File: src/rtl/mem_writeback.sv
// mem_writeback -- writeback stage directly downstream of the load/store unit.
//
// Tracks the instruction whose address/data reached data memory this cycle
// (stage A). It then picks the memory result for loads or the ALU result for
// everything else, and presents a registered register-file write port (stage W).
// The synchronous data memory output may drift while the pipeline is frozen.
// To cover that, the load result seen on the first hold edge is captured and
// used when the hold releases.
//
// Optional feature: define MEM_WB_STATS_EN to add retired_loads/retired_stores
// counters. When it is undefined, those ports and counters do not exist.
//
// Ports:
//   clk, rst           rising-edge clock, synchronous active-high reset
//   hold               pipeline freeze (upstream holds ex_* while high)
//   ex_valid/ex_is_load/ex_is_store/ex_rd/ex_alu_result
//                      instruction presented to data memory this cycle
//   mem_q              data-memory read data, valid the cycle after the address
//   dec_rs1/dec_rs2    decode-stage source registers (for load_use)
//   wb_we/wb_rd/wb_data registered register-file write port
//   load_use           combinational load-use hazard flag to decode
//   retired_loads/retired_stores (MEM_WB_STATS_EN only) 32-bit retire counters

module mem_writeback #(
  parameter int DATA_W = 32,
  parameter int REG_AW = 5
) (
  input  logic              clk,
  input  logic              rst,
  input  logic              hold,
  input  logic              ex_valid,
  input  logic              ex_is_load,
  input  logic              ex_is_store,
  input  logic [REG_AW-1:0] ex_rd,
  input  logic [DATA_W-1:0] ex_alu_result,
  input  logic [DATA_W-1:0] mem_q,
  input  logic [REG_AW-1:0] dec_rs1,
  input  logic [REG_AW-1:0] dec_rs2,
  output logic              wb_we,
  output logic [REG_AW-1:0] wb_rd,
  output logic [DATA_W-1:0] wb_data,
  output logic              load_use
`ifdef MEM_WB_STATS_EN
  ,
  output logic [31:0]       retired_loads,
  output logic [31:0]       retired_stores
`endif
);

  typedef enum logic [1:0] {
    ST_EMPTY = 2'd0,
    ST_PEND  = 2'd1,
    ST_HELD  = 2'd2
  } state_t;

  // Stage A
  logic              a_valid_reg;
  logic              a_load_reg;
  logic              a_store_reg;
  logic [REG_AW-1:0] a_rd_reg;
  logic [DATA_W-1:0] a_alu_reg;

  // Capture register; cap_valid is the HELD state itself
  logic [DATA_W-1:0] cap_q_reg;
  logic              cap_valid;
  logic              capture_en;

  state_t            state_reg;
  state_t            state_next;

  // Stage W
  logic              wb_we_reg;
  logic [REG_AW-1:0] wb_rd_reg;
  logic [DATA_W-1:0] wb_data_reg;

  // A load flagged as a store too is treated as a store everywhere.
  logic a_is_load;
  assign a_is_load = a_load_reg & ~a_store_reg;
  assign cap_valid = (state_reg == ST_HELD);

  // ---------------------------------------------------------------- FSM
  always_ff @(posedge clk) begin
    if (rst) begin
      state_reg <= ST_EMPTY;
    end else begin
      state_reg <= state_next;
    end
  end

  always_comb begin
    state_next = state_reg;
    capture_en = 1'b0;
    case (state_reg)
      ST_EMPTY: begin
        if (!hold) begin
          state_next = ex_valid ? ST_PEND : ST_EMPTY;
        end
      end
      ST_PEND: begin
        if (hold) begin
          // Only the first hold edge of a pending load grabs mem_q.
          if (a_is_load) begin
            state_next = ST_HELD;
            capture_en = 1'b1;
          end
        end else begin
          state_next = ex_valid ? ST_PEND : ST_EMPTY;
        end
      end
      ST_HELD: begin
        if (!hold) begin
          state_next = ex_valid ? ST_PEND : ST_EMPTY;
        end
      end
      default: begin
        state_next = ST_EMPTY;
      end
    endcase
  end

  // ---------------------------------------------------------------- stage A
  always_ff @(posedge clk) begin
    if (rst) begin
      a_valid_reg <= 1'b0;
      a_load_reg  <= 1'b0;
      a_store_reg <= 1'b0;
      a_rd_reg    <= '0;
      a_alu_reg   <= '0;
    end else if (!hold) begin
      a_valid_reg <= ex_valid;
      a_load_reg  <= ex_is_load;
      a_store_reg <= ex_is_store;
      a_rd_reg    <= ex_rd;
      a_alu_reg   <= ex_alu_result;
    end
  end

  // ---------------------------------------------------------------- capture
  always_ff @(posedge clk) begin
    if (rst) begin
      cap_q_reg <= '0;
    end else if (capture_en) begin
      cap_q_reg <= mem_q;
    end
  end

  // ---------------------------------------------------------------- stage W
  always_ff @(posedge clk) begin
    if (rst) begin
      wb_we_reg   <= 1'b0;
      wb_rd_reg   <= '0;
      wb_data_reg <= '0;
    end else if (hold) begin
      // Bubble: no write, index/data keep their last values.
      wb_we_reg <= 1'b0;
    end else begin
      wb_we_reg   <= a_valid_reg & ~a_store_reg & (a_rd_reg != '0);
      wb_rd_reg   <= a_rd_reg;
      wb_data_reg <= a_is_load ? (cap_valid ? cap_q_reg : mem_q) : a_alu_reg;
    end
  end

  assign wb_we   = wb_we_reg;
  assign wb_rd   = wb_rd_reg;
  assign wb_data = wb_data_reg;

  // ---------------------------------------------------------------- load_use
  logic [REG_AW-1:0] dec_src [2];
  logic [1:0]        src_hit;

  assign dec_src[0] = dec_rs1;
  assign dec_src[1] = dec_rs2;

  generate
    for (genvar gi = 0; gi < 2; gi++) begin : g_src_cmp
      assign src_hit[gi] = (dec_src[gi] == a_rd_reg);
    end
  endgenerate

  // Stays asserted across hold because stage A is retained.
  assign load_use = a_valid_reg & a_is_load & (a_rd_reg != '0) & (|src_hit);

  // ---------------------------------------------------------------- stats
`ifdef MEM_WB_STATS_EN
  logic [31:0] retired_loads_reg;
  logic [31:0] retired_stores_reg;

  always_ff @(posedge clk) begin
    if (rst) begin
      retired_loads_reg  <= '0;
      retired_stores_reg <= '0;
    end else if (!hold && a_valid_reg) begin
      if (a_is_load) begin
        retired_loads_reg <= retired_loads_reg + 32'd1;
      end
      if (a_store_reg) begin
        retired_stores_reg <= retired_stores_reg + 32'd1;
      end
    end
  end

  assign retired_loads  = retired_loads_reg;
  assign retired_stores = retired_stores_reg;
`endif

  // ---------------------------------------------------------------- checks
`ifndef SYNTHESIS
  // Load+store together is tolerated (handled as a store) but flagged.
  always @(posedge clk) begin
    if (!rst && !hold && ex_valid) begin
      assert (!(ex_is_load && ex_is_store));
    end
  end
`endif

endmodule

File: config.mk
export PLATFORM = sky130hd
export DESIGN_NAME = mem_writeback
export DESIGN_NICKNAME = d
export VERILOG_FILES = /design/src/rtl/mem_writeback.sv
export SDC_FILE = /design/constraint.sdc
export NUM_CORES = 1
export LEC_CHECK = 0
export CAP_MARGIN = 20
export CORE_AREA = 2 2 120 122
export DETAILED_ROUTE_END_ITERATION = 7
export DIE_AREA = 0 0 122 124
export GPL_TIMING_DRIVEN = 1
export SYNTH_ARGS = -nofsm -noshare
export SYNTH_HDL_FRONTEND = slang
export SYNTH_SLANG_ARGS = --single-unit
export TNS_END_PERCENT = 100
File: constraint.sdc
create_clock -name clk -period 2 [get_ports clk]
set_clock_uncertainty 0.15 [all_clocks]
set_input_delay 0.5 -clock clk [delete_from_list [all_inputs] [get_ports clk]]
set_output_delay 0.5 -clock clk [all_outputs]
set_load 0.02 [all_outputs]
==> results of run 1 <==
[stage by stage]
step                      hold slack, ps  instance area [sq um]
after global routing                 319                   6540
after global placement               291                   6170
after detailed placement             298                   6170
after floorplan                      286                   4750
after CTS                            295                   6500
final                                305                   6540
[cell families (layout without fill, tap and decap cells)]
kind of cell / count (synthesis) / after routing / synth area share
AO/OA/AOI/OAI: 102 / 102 / 0.134
XOR/XNOR: 10 / 10 / 0.0185
buffers and inverters: 43 / 162 / 0.0546
flip-flops: 112 / 112 / 0.473
multiplexers: 76 / 76 / 0.160
AND/OR/NAND/NOR: 189 / 189 / 0.160
[cell type report]
cell class | count | area (sq um) | share of cell area
multi-input combinational | 377 | 2260 | 0.346
tap | 180 | 225 | 0.0345
sequential | 112 | 2240 | 0.343
clock inverter | 6 | 91.3 | 0.0140
clock buffer | 10 | 229 | 0.0350
timing repair buffer | 146 | 1480 | 0.227
[final timing paths]
| path | start | endpoint | slack (ps) | cells after the start |
|---|---|---|---|---|
| setup / recovery | a_rd_reg[4] | load_use | -280 | 6 |
| hold reg to reg | cap_q_reg[11] | cap_q_reg[11] | 300 | 2 |
| setup reg to reg | a_load_reg | cap_q_reg[24] | 280 | 7 |
| hold / removal | cap_q_reg[11] | cap_q_reg[11] | 300 | 2 |
[cell usage after synthesis (all sizes together)]
cell / instances
a211o: 32
a211oi: 1
a21oi: 68
and2: 1
and3b: 1
buf: 25
clkbuf: 15
clkdlybuf4s15: 3
dfxtp: 112
mux2i: 76
nand2: 99
nand2b: 1
nand3: 2
nor2: 77
nor2b: 2
nor3: 3
o21ai: 1
or2: 1
or2b: 1
or4: 1
xnor2: 4
xor2: 6
[metal layers]
layer  global-route usage  up-vias  routed length, um
li1                     -     2017                  -
met2                0.235      102               5090
met1                0.204     1789               5280
met5                    0        -                  0
met3               0.0339       14                657
met4               0.0632        0                181
[worst reg2reg max path: stages (launching register included)]
cell and delay (ps):
dfxtp_1 320, buf_4 110, nor2b_4 150, buf_12 280
and2_1 200, buf_4 230, nand2_1 90, a21oi_1 130
[power by group through the flow]
stage	Clock (mW)	Sequential [mW]	Combinational, mW
2_1_floorplan	0	2.46	0.307
3_3_place_gp	0	2.42	0.683
3_5_place_dp	0	2.42	0.692
4_1_cts	2.00	2.37	0.697
5_1_grt	2.08	2.38	0.755
6_report	1.94	2.37	0.691
[what timing repair did]
item / in CTS / in global routing
setup buffers: 1 / 0
endpoints found under the setup margin: 1 / 9
resized for setup: 14 / 12
pin swaps: 6 / 3
==> Flow_metrics.wiki, run 1 <==
{| class="wikitable"
! Metric !! Value
|-
| Clock-pin slew reported for the worst setup and hold paths after clock tree synthesis || 70 ps
|-
| Maximum fanout along the worst path || 4
|-
| Ratio of cells with drive above 1 in the final layout || 0.0783
|-
| Maximum number of pins on one net before global-route repair || 80
|-
| VDD IR-drop max || 0.000435 V
|-
| CP Cell Sequence || buf_6 > xor2_2 > nor3_2 > nand3_1 > a211oi_2 > buf_4
|-
| Via count normalized by instance count || 4.72
|-
| Detailed Route Iter0 Violations || 186
|-
| Via Count || 3922
|-
| Static leakage || 2.56 nW
|-
| Max-slew violation count || 0
|-
| Share of synthesized area occupied by flip-flops and latches || 0.473
|-
| Clock latency on the worst-skew pair || ~350 ps
|-
| Synth Cell Area || 0.00474 sq mm
|-
| Die area || approximately 0.015 sq mm
|-
| Combinational Power Share || 0.138
|-
| Clock power share || 0.387
|-
| Top library cells by usage in the layout, fill and taps aside || 111 x dfxtp_1, 106 x clkdlybuf4s50_1, 99 x nand2_1
|-
| Wire length of the first global-routing pass || between 15 and 20 mm
|-
| Number of nets in the finished design || 731
|-
| Vias in the first global route || 3776
|-
| Dominant delay contributor by cell family on the critical path || flip-flops
|-
| Count of nets left with antenna violations after detail routing || 0
|-
| Proportion of power drawn by flip-flops and latches || 0.474
|-
| Clock tree from TritonCTS || done
|-
| H-tree levels || 3
|-
| Total count of hold-check failures in the final report || 0
|-
| Post-synth top area share || 0.473
|-
| # fillers || 1304
|-
| Gr usage total || 0.151
|-
| Total internal power || approximately 3.8 mW
|-
| Kind of start point of the critical path || register
|-
| # DRC || 0
|-
| Diodes inserted || 0
|-
| Setup repair after global routing missed its margin || yes
|-
| Count of port buffers added during placement || 123
|-
| Required time of the critical path || 1350 ps
|-
| Net count of the mapped netlist || ~620
|-
| Synthesis Warnings || 0
|-
| Inserted Clock Buffers || 9
|-
| Net Sw Frac || 0.239
|-
| Number of antenna violations at the first check in global routing || 0
|-
| Library cell contributing the largest single delay on the critical path || dfxtp_2
|-
| Wire per inst || 13.5 um
|-
| Count of max-cap constraint violations || 0
|-
| Clk sink count || 112
|-
| Avg Inst Size Synth || between 8 and 9 sq um
|-
| Crit path buffers/inverters || 2
|-
| Post-route setup TNS || -284 ps
|-
| Effective utilization at floorplan || 0.346
|-
| Period minus WS final || 2280 ps
|-
| Site Rows || 43
|-
| Vertical extent of the die || around 120 um
|-
| Total power draw || 5.00 mW
|-
| Cell type contributing the most total cell area after synthesis || dfxtp_1
|-
| 1st-pass router iterations || 4
|-
| Post-detail-place hpwl || ~7.6 mm
|-
| Most common library cell in the layout ignoring fill and taps || dfxtp_1
|-
| Kind of path behind the tightest hold check || register to register
|-
| Power density over cell area || about 760 mW/mm^2
|-
| Worst setup path class || register to primary output
|-
| Fraction of the cycle the final worst path needs || 1.14
|-
| Cell Count Post-Placement || between 800 and 900
|-
| Clk buf depth || 2
|-
| Net switching power || 1.19 mW
|-
| Violations in the final reports || negative setup slack
|-
| Pre-CTS worst setup slack || -923 ps
|-
| Setup Viol. Count Final || 1
|-
| Outcome || finished with violations
|-
| Grt total ovfl || 0
|-
| Horizontal extent of the die || 122 um
|-
| Hold Buf Count CTS || 0
|-
| Cell variety after synth || 26
|-
| Critical path's largest stage delay || 340 ps
|-
| Relative slew slack || 0.763
|-
| Transition time at the pin with the least slew margin || between 300 and 400 ps
|-
| Final core area utilization || 0.476
|-
| Total I/O pin count || 124
|-
| Relative area change from synthesis to final layout || 37.8%
|-
| Final standard cell count with taps included and fillers excluded || between 800 and 900
|-
| GPL Wtd Cong || between 0.7 and 0.8
|-
| Core Area || 0.0137 sq mm
|-
| Critical Path Sink Type || primary output
|-
| Number of flip-flops and latches in the synthesized netlist || 112
|-
| Aggregate routed wire length || 11.2 mm
|-
| Maximum frequency from static timing analysis || 0.438 GHz
|-
| Gate count after technology mapping || 532
|-
| Root cell of the clock tree || clkbuf_16
|-
| WP data arrival || about 1600 ps
|-
| Final setup margin || -284 ps
|-
| Cell types occupying the most area after synthesis || dfxtp_1 47%, mux2i_1 16%, nand2_1 7.8%
|}
No activity file was read; power rests on OpenSTA's default activity.
==> inputs of run 2 (changes only) <==
PLACE_DENSITY = 0.57   (was not set)
==> run 2 against run 1 <==
Against the previous run:
- the run still ends with negative setup slack left
- via count about the same
- register-to-register slack improved by 110 ps
- global-route usage fell by 0.19 points
- setup slack improved by 34 ps
- die area stayed put
- flip-flop and latch count stayed put
- routed wire length up 1.7%
- clock-buffer cell count unchanged
==> Flow_metrics.wiki, run 2 (synthesis results as in run 1) <==
{| class="wikitable"
! Metric !! Value
|-
| Effective utilization at floorplan || 0.346 (unchanged)
|-
| Wire per inst || 13.7 um (+1.6%)
|-
| GPL Wtd Cong || 0.763 (+6.9%)
|-
| Core Area || 0.0137 sq mm (unchanged)
|-
| Kind of start point of the critical path || primary input
|-
| Count of max-cap constraint violations || 0 (unchanged)
|-
| Worst setup path class || primary input to primary output
|-
| Setup repair after global routing missed its margin || yes
|-
| Source of the worst register-to-register timing path || a_load_reg
|-
| VDD IR-drop max || 0.000495 V (+14%)
|-
| Hold Crit Endpoint || cap_q_reg[16]
|-
| Hold slack final || 305 ps (+0.722 ps)
|-
| Setup Viol. Count Final || 1 (unchanged)
|-
| Clock tree from TritonCTS || done
|-
| Maximum fanout along the worst path || 1 (-3)
|-
| Hold Buf Count CTS || 0 (unchanged)
|-
| Setup slack of the worst register-to-register path || 390 ps (+110 ps)
|-
| Top library cells by usage in the layout, fill and taps aside || 110 x dfxtp_1, 108 x clkdlybuf4s50_1, 99 x nand2_1
|-
| Aggregate routed wire length || 11.4 mm (+1.7%)
|-
| Final setup margin || -251 ps (+33.7 ps)
|-
| Total I/O pin count || 124 (unchanged)
|-
| Count of nets left with antenna violations after detail routing || 0 (unchanged)
|-
| Die area || 0.0151 sq mm (unchanged)
|-
| # fillers || 1341 (+2.8%)
|-
| Transition time at the pin with the least slew margin || 498 ps (+143 ps)
|-
| 1st-pass router iterations || 4 (unchanged)
|-
| Library cell contributing the largest single delay on the critical path || clkdlybuf4s50_1
|-
| Total power draw || 5.03 mW (+0.54%)
|-
| Site Rows || 43 (unchanged)
|-
| Grt total ovfl || 0 (unchanged)
|-
| Kind of path behind the tightest hold check || register to register
|-
| Power density over cell area || 770 mW/mm^2 (+0.66%)
|-
| Clk buf depth || 2 (unchanged)
|-
| Diodes inserted || 0 (unchanged)
|-
| Maximum frequency from static timing analysis || 0.444 GHz (+1.5%)
|-
| CP Cell Sequence || clkdlybuf4s50_1 > xnor2_1 > nand3_1 > a211oi_2 > buf_4
|-
| Maximum number of pins on one net before global-route repair || 75 (-6.3%)
|-
| Horizontal extent of the die || 122 um (unchanged)
|-
| Vias in the first global route || 3661 (-3.0%)
|-
| Clk sink count || 112 (unchanged)
|-
| Inserted Clock Buffers || 9 (unchanged)
|-
| Static leakage || 2.52 nW (-1.4%)
|-
| Final standard cell count with taps included and fillers excluded || 832 (+0.12%)
|-
| Detailed Route Iter0 Violations || 154 (-17%)
|-
| Via Count || 3923 (+0.025%)
|-
| Root cell of the clock tree || clkbuf_16
|-
| Ratio of cells with drive above 1 in the final layout || 0.0798 (+0.00141)
|-
| Outcome || finished with violations
|-
| Fraction of the cycle the final worst path needs || 1.13 (-0.0169)
|-
| Required time of the critical path || 1350 ps (about the same)
|-
| Relative slew slack || 0.668 (-0.0957)
|-
| Violations in the final reports || negative setup slack
|-
| Max-slew violation count || 0 (unchanged)
|-
| Count of port buffers added during placement || 123 (unchanged)
|-
| Critical Path Sink Type || primary output
|-
| Worst Min Path Start || cap_q_reg[16]
|-
| Clock-pin slew reported for the worst setup and hold paths after clock tree synthesis || 70 ps (about the same)
|-
| Critical path's largest stage delay || 480 ps (+140 ps)
|-
| Count of cells along the worst hold path || 2 (unchanged)
|-
| Most common library cell in the layout ignoring fill and taps || dfxtp_1
|-
| Clock latency on the worst-skew pair || 350 ps (about the same)
|-
| WP data arrival || 1600 ps (-30 ps)
|-
| Vertical extent of the die || 124 um (unchanged)
|-
| Wire length of the first global-routing pass || 17.9 mm (-1.5%)
|-
| Number of nets in the finished design || 732 (+0.14%)
|-
| Via count normalized by instance count || 4.72 (about the same)
|-
| Area occupied by registers || 0.00224 sq mm (about the same)
|-
| Post-detail-place hpwl || 7.88 mm (+3.4%)
|-
| Cell Count Post-Placement || 815 (+0.12%)
|-
| Number of cells on the worst reg-to-reg path || 6 (-1)
|-
| H-tree levels || 3 (unchanged)
|-
| Total count of hold-check failures in the final report || 0 (unchanged)
|-
| Area of the multi-input gates || 0.00225 sq mm (-0.61%)
|-
| Gr usage total || 0.150 (-0.00189)
|-
| Number of antenna violations at the first check in global routing || 0 (unchanged)
|-
| Relative area change from synthesis to final layout || 37.6%
|-
| Period minus WS final || 2250 ps (-33.7 ps)
|-
| # DRC || 0 (unchanged)
|-
| Destination of the worst register-to-register timing path || wb_data[19]
|}
==> run 2: cell types whose count changed in the layout (fill, tap and decap cells not counted), moves of 2 or more <==
cell / before / now
nor3_2: 2 / 0
clkdlybuf4s50_1: 106 / 108
dlymetal6s2s_1: 9 / 6
nor3_1: 1 / 3
buf_4: 19 / 21
==> run 2: worst max-delay path by stage <==
stage / start / to / slack [ps] / cells after the start
5_1_grt: a_rd_reg[4] / load_use / -310 / 6
6_report: dec_rs2[3] / load_use / -250 / 5
3_5_place_dp: dec_rs1[1] / load_use / -890 / 6
4_1_cts: a_rd_reg[4] / load_use / -340 / 6
3_3_place_gp: dec_rs1[1] / load_use / -870 / 6
2_1_floorplan: dec_rs1[1] / load_use / 50 / 4
==> run 2: per-stage QoR <==
step / TNS, ps / setup slack, ps / util / cell area [sq um]
2_1_floorplan: 0 / 53.0 / - / 4750
3_3_place_gp: -875 / -875 / 0.450 / 6180
3_5_place_dp: -889 / -889 / 0.450 / 6180
4_1_cts: -337 / -337 / 0.474 / 6510
5_1_grt: -313 / -313 / 0.476 / 6530
6_report: -251 / -251 / 0.476 / 6530
==> run 2: cell type report <==
cell class / instances / area share
Clock inverter: 6 / 0.0140
Sequential cell: 112 / 0.344
Multi-Input combinational cell: 377 / 0.345
Timing Repair Buffer: 147 / 0.226
Tap cell: 180 / 0.0345
Clock buffer: 10 / 0.0366
==> run 2: worst max-delay path, delay by kind of cell <==
family	cells	cell delay, ps
AND/OR/NAND/NOR	1	100
buffers and inverters	2	650
XOR/XNOR	1	120
AO/OA/AOI/OAI	1	230
==> run 2: per-layer routing <==
layer  GRT usage  vias up  share of wire  wire length [um]
li1            -     2018              -                 -
met1       0.196     1810           0.48              5440
met2       0.237       83           0.45              5160
met3      0.0311       12          0.051               580
met4      0.0675        0          0.020               224
met5           0        -              0                 0
==> run 2: power by group <==
part	internal [mW]	total [mW]	switching, mW
registers	2.32	2.37	0.0523
logic	0.378	0.685	0.308
clock network	1.14	1.97	0.829
total	3.84	5.03	1.19
==> run 2: repair_timing <==
action | in CTS | in global routing
endpoints found under the setup margin | 1 | 7
pin swaps | 6 | 4
gates resized for setup | 14 | 8
setup buffers | 1 | 0
==> variant, RTL diff (settings of run 2) <==
The parameter `REG_AW` goes from 5 to 4.
--- a/src/rtl/mem_writeback.sv
+++ b/src/rtl/mem_writeback.sv
@@ -23,7 +23,7 @@
 
 module mem_writeback #(
   parameter int DATA_W = 32,
-  parameter int REG_AW = 5
+  parameter int REG_AW = 4
 ) (
   input  logic              clk,
   input  logic              rst,
Interface: changed (resized dec_rs1, dec_rs2, ex_rd and wb_rd); port bits go from 124 to 120. The function was not compared with the original's and may differ.
==> variant against run 2 <==
  * The run still ends with negative setup slack left
  * Die area unchanged
  * Global-route usage up 3.3 points
  * Core utilization up 0.49 points
  * Wire length up 16%
  * Cell area up 1.0%
  * First-iteration DRC count up 50%
  * Worst setup slack better by 150 ps
  * Clock power down 17%
  * Combinational power up 4.2%
  * Total power down 7.0%
  * Area after synthesis up 2.7%
  * Critical path depth down 1
  * Sequential cell count down 2
  * Highest routed layer unchanged
==> variant: results <==
outcome:
  status: "finished with violations"
  violations: "negative setup slack"
setup_path:
  arrival_ps: 1450
  worstPathMaxFanout: 4
sta:
  tightest_slew_ps: 651
  fin_crit_ps: 2100
  setup_tns_ps: -104
  setup_slack_ps: -104
  setup_violations: 1
cells_and_area:
  seq_area_frac: 0.336
  drive_above_1_share: 0.115
  num-fill-cells: 1296
  n_clock_buffer: 12
  clock_area_frac: 0.0389
  multi_input_area_share: 0.368
  final_net_count: 716
  instances_no_fill: 817
  n_all_buffers: 145
  buf_share: 0.222
  multi_input_gates: 368
  final_cell_area_um2: 6600
drt:
  wl_met3_um: 723
  met2_length_um: 6070
  drt_iter0_markers: 231
  viasPerCell: 5.23
  avgRoutedWirePerCell_um: 16.2
  drt-met1-wl_um: 6200
place:
  io_buffers: 119
  dp_hpwl_um: 8650
  placement.cell_area_um2: 6230
  gp_congestion: 0.738
  place_ws_ps: -804
  dp_cells: 801
grt:
  grt_pass1_vias: 4375
  grt.met1_usage: 0.234
  grtUsageTotal: 0.183
  grt_pass1_wl_um: 21800
  use_met3: 0.0357
  grtUsageMet2: 0.298
pwr:
  powerClk_uw: 1630
  switchingPower_uw: 1170
  powerDensity_nw_per_um2: 709
  peakVddDrop_mv: 0.424
  power.leakage_uw: 0.00271
yosys:
  netlist_top_cells_area: "dfxtp_1 45%, mux2i_1 8.6%, and3b_1 5.9%, nor2_1 5.9%, o32ai_1 4.7%"
  yosysSeqAreaShare: 0.452
  yosys-top-cells-count: "110 x dfxtp_1, 76 x nor2_1, 42 x mux2i_1, 34 x a21oi_1, 34 x nand2_1"
  syn_avg_cell_area_um2: 9.12
  synth.net_count: 616
clocking:
  cts-resized-gates: 35
  cts.sink_count: 110
  path_clk_slew_ps: 70
  cts_post_setup_buffers_inserted: 2
-- variant: cells by family (layout without fill, tap and decap cells) --
family                    Yosys count  after routing  share of synthesized area
buffers and inverters              56            159                     0.0611
muxes                              42             42                     0.0863
AOI/OAI and AO/OA                 133            133                      0.195
DFF                               110            110                      0.452
xor gates and xnor gates            8              8                     0.0144
and+or+nand+nor                   185            185                      0.191
-- variant: worst paths after layout --
check                                   from      endpoint  slack (ps)  cells past startpoint
worst min register to register  cap_q_reg[4]  cap_q_reg[4]         320                      2
worst min-delay path            cap_q_reg[4]  cap_q_reg[4]         320                      2
worst max-delay path             a_rd_reg[3]      load_use        -100                      4
worst max register to register   a_store_reg    wb_data[9]         260                      4
-- variant: metrics by stage --
stage	utilization	hold WS, ps
final	0.481	323
after global routing	0.481	342
after CTS	0.477	324
after detailed placement	0.454	314
after global placement	0.454	305
after floorplan	-	285
-- variant: critical path, stage by stage, from the launching register on --
cell	delay (ps)
dfxtp_4	370
o41ai_1	360
buf_4	180
a211oi_2	40
buf_4	160
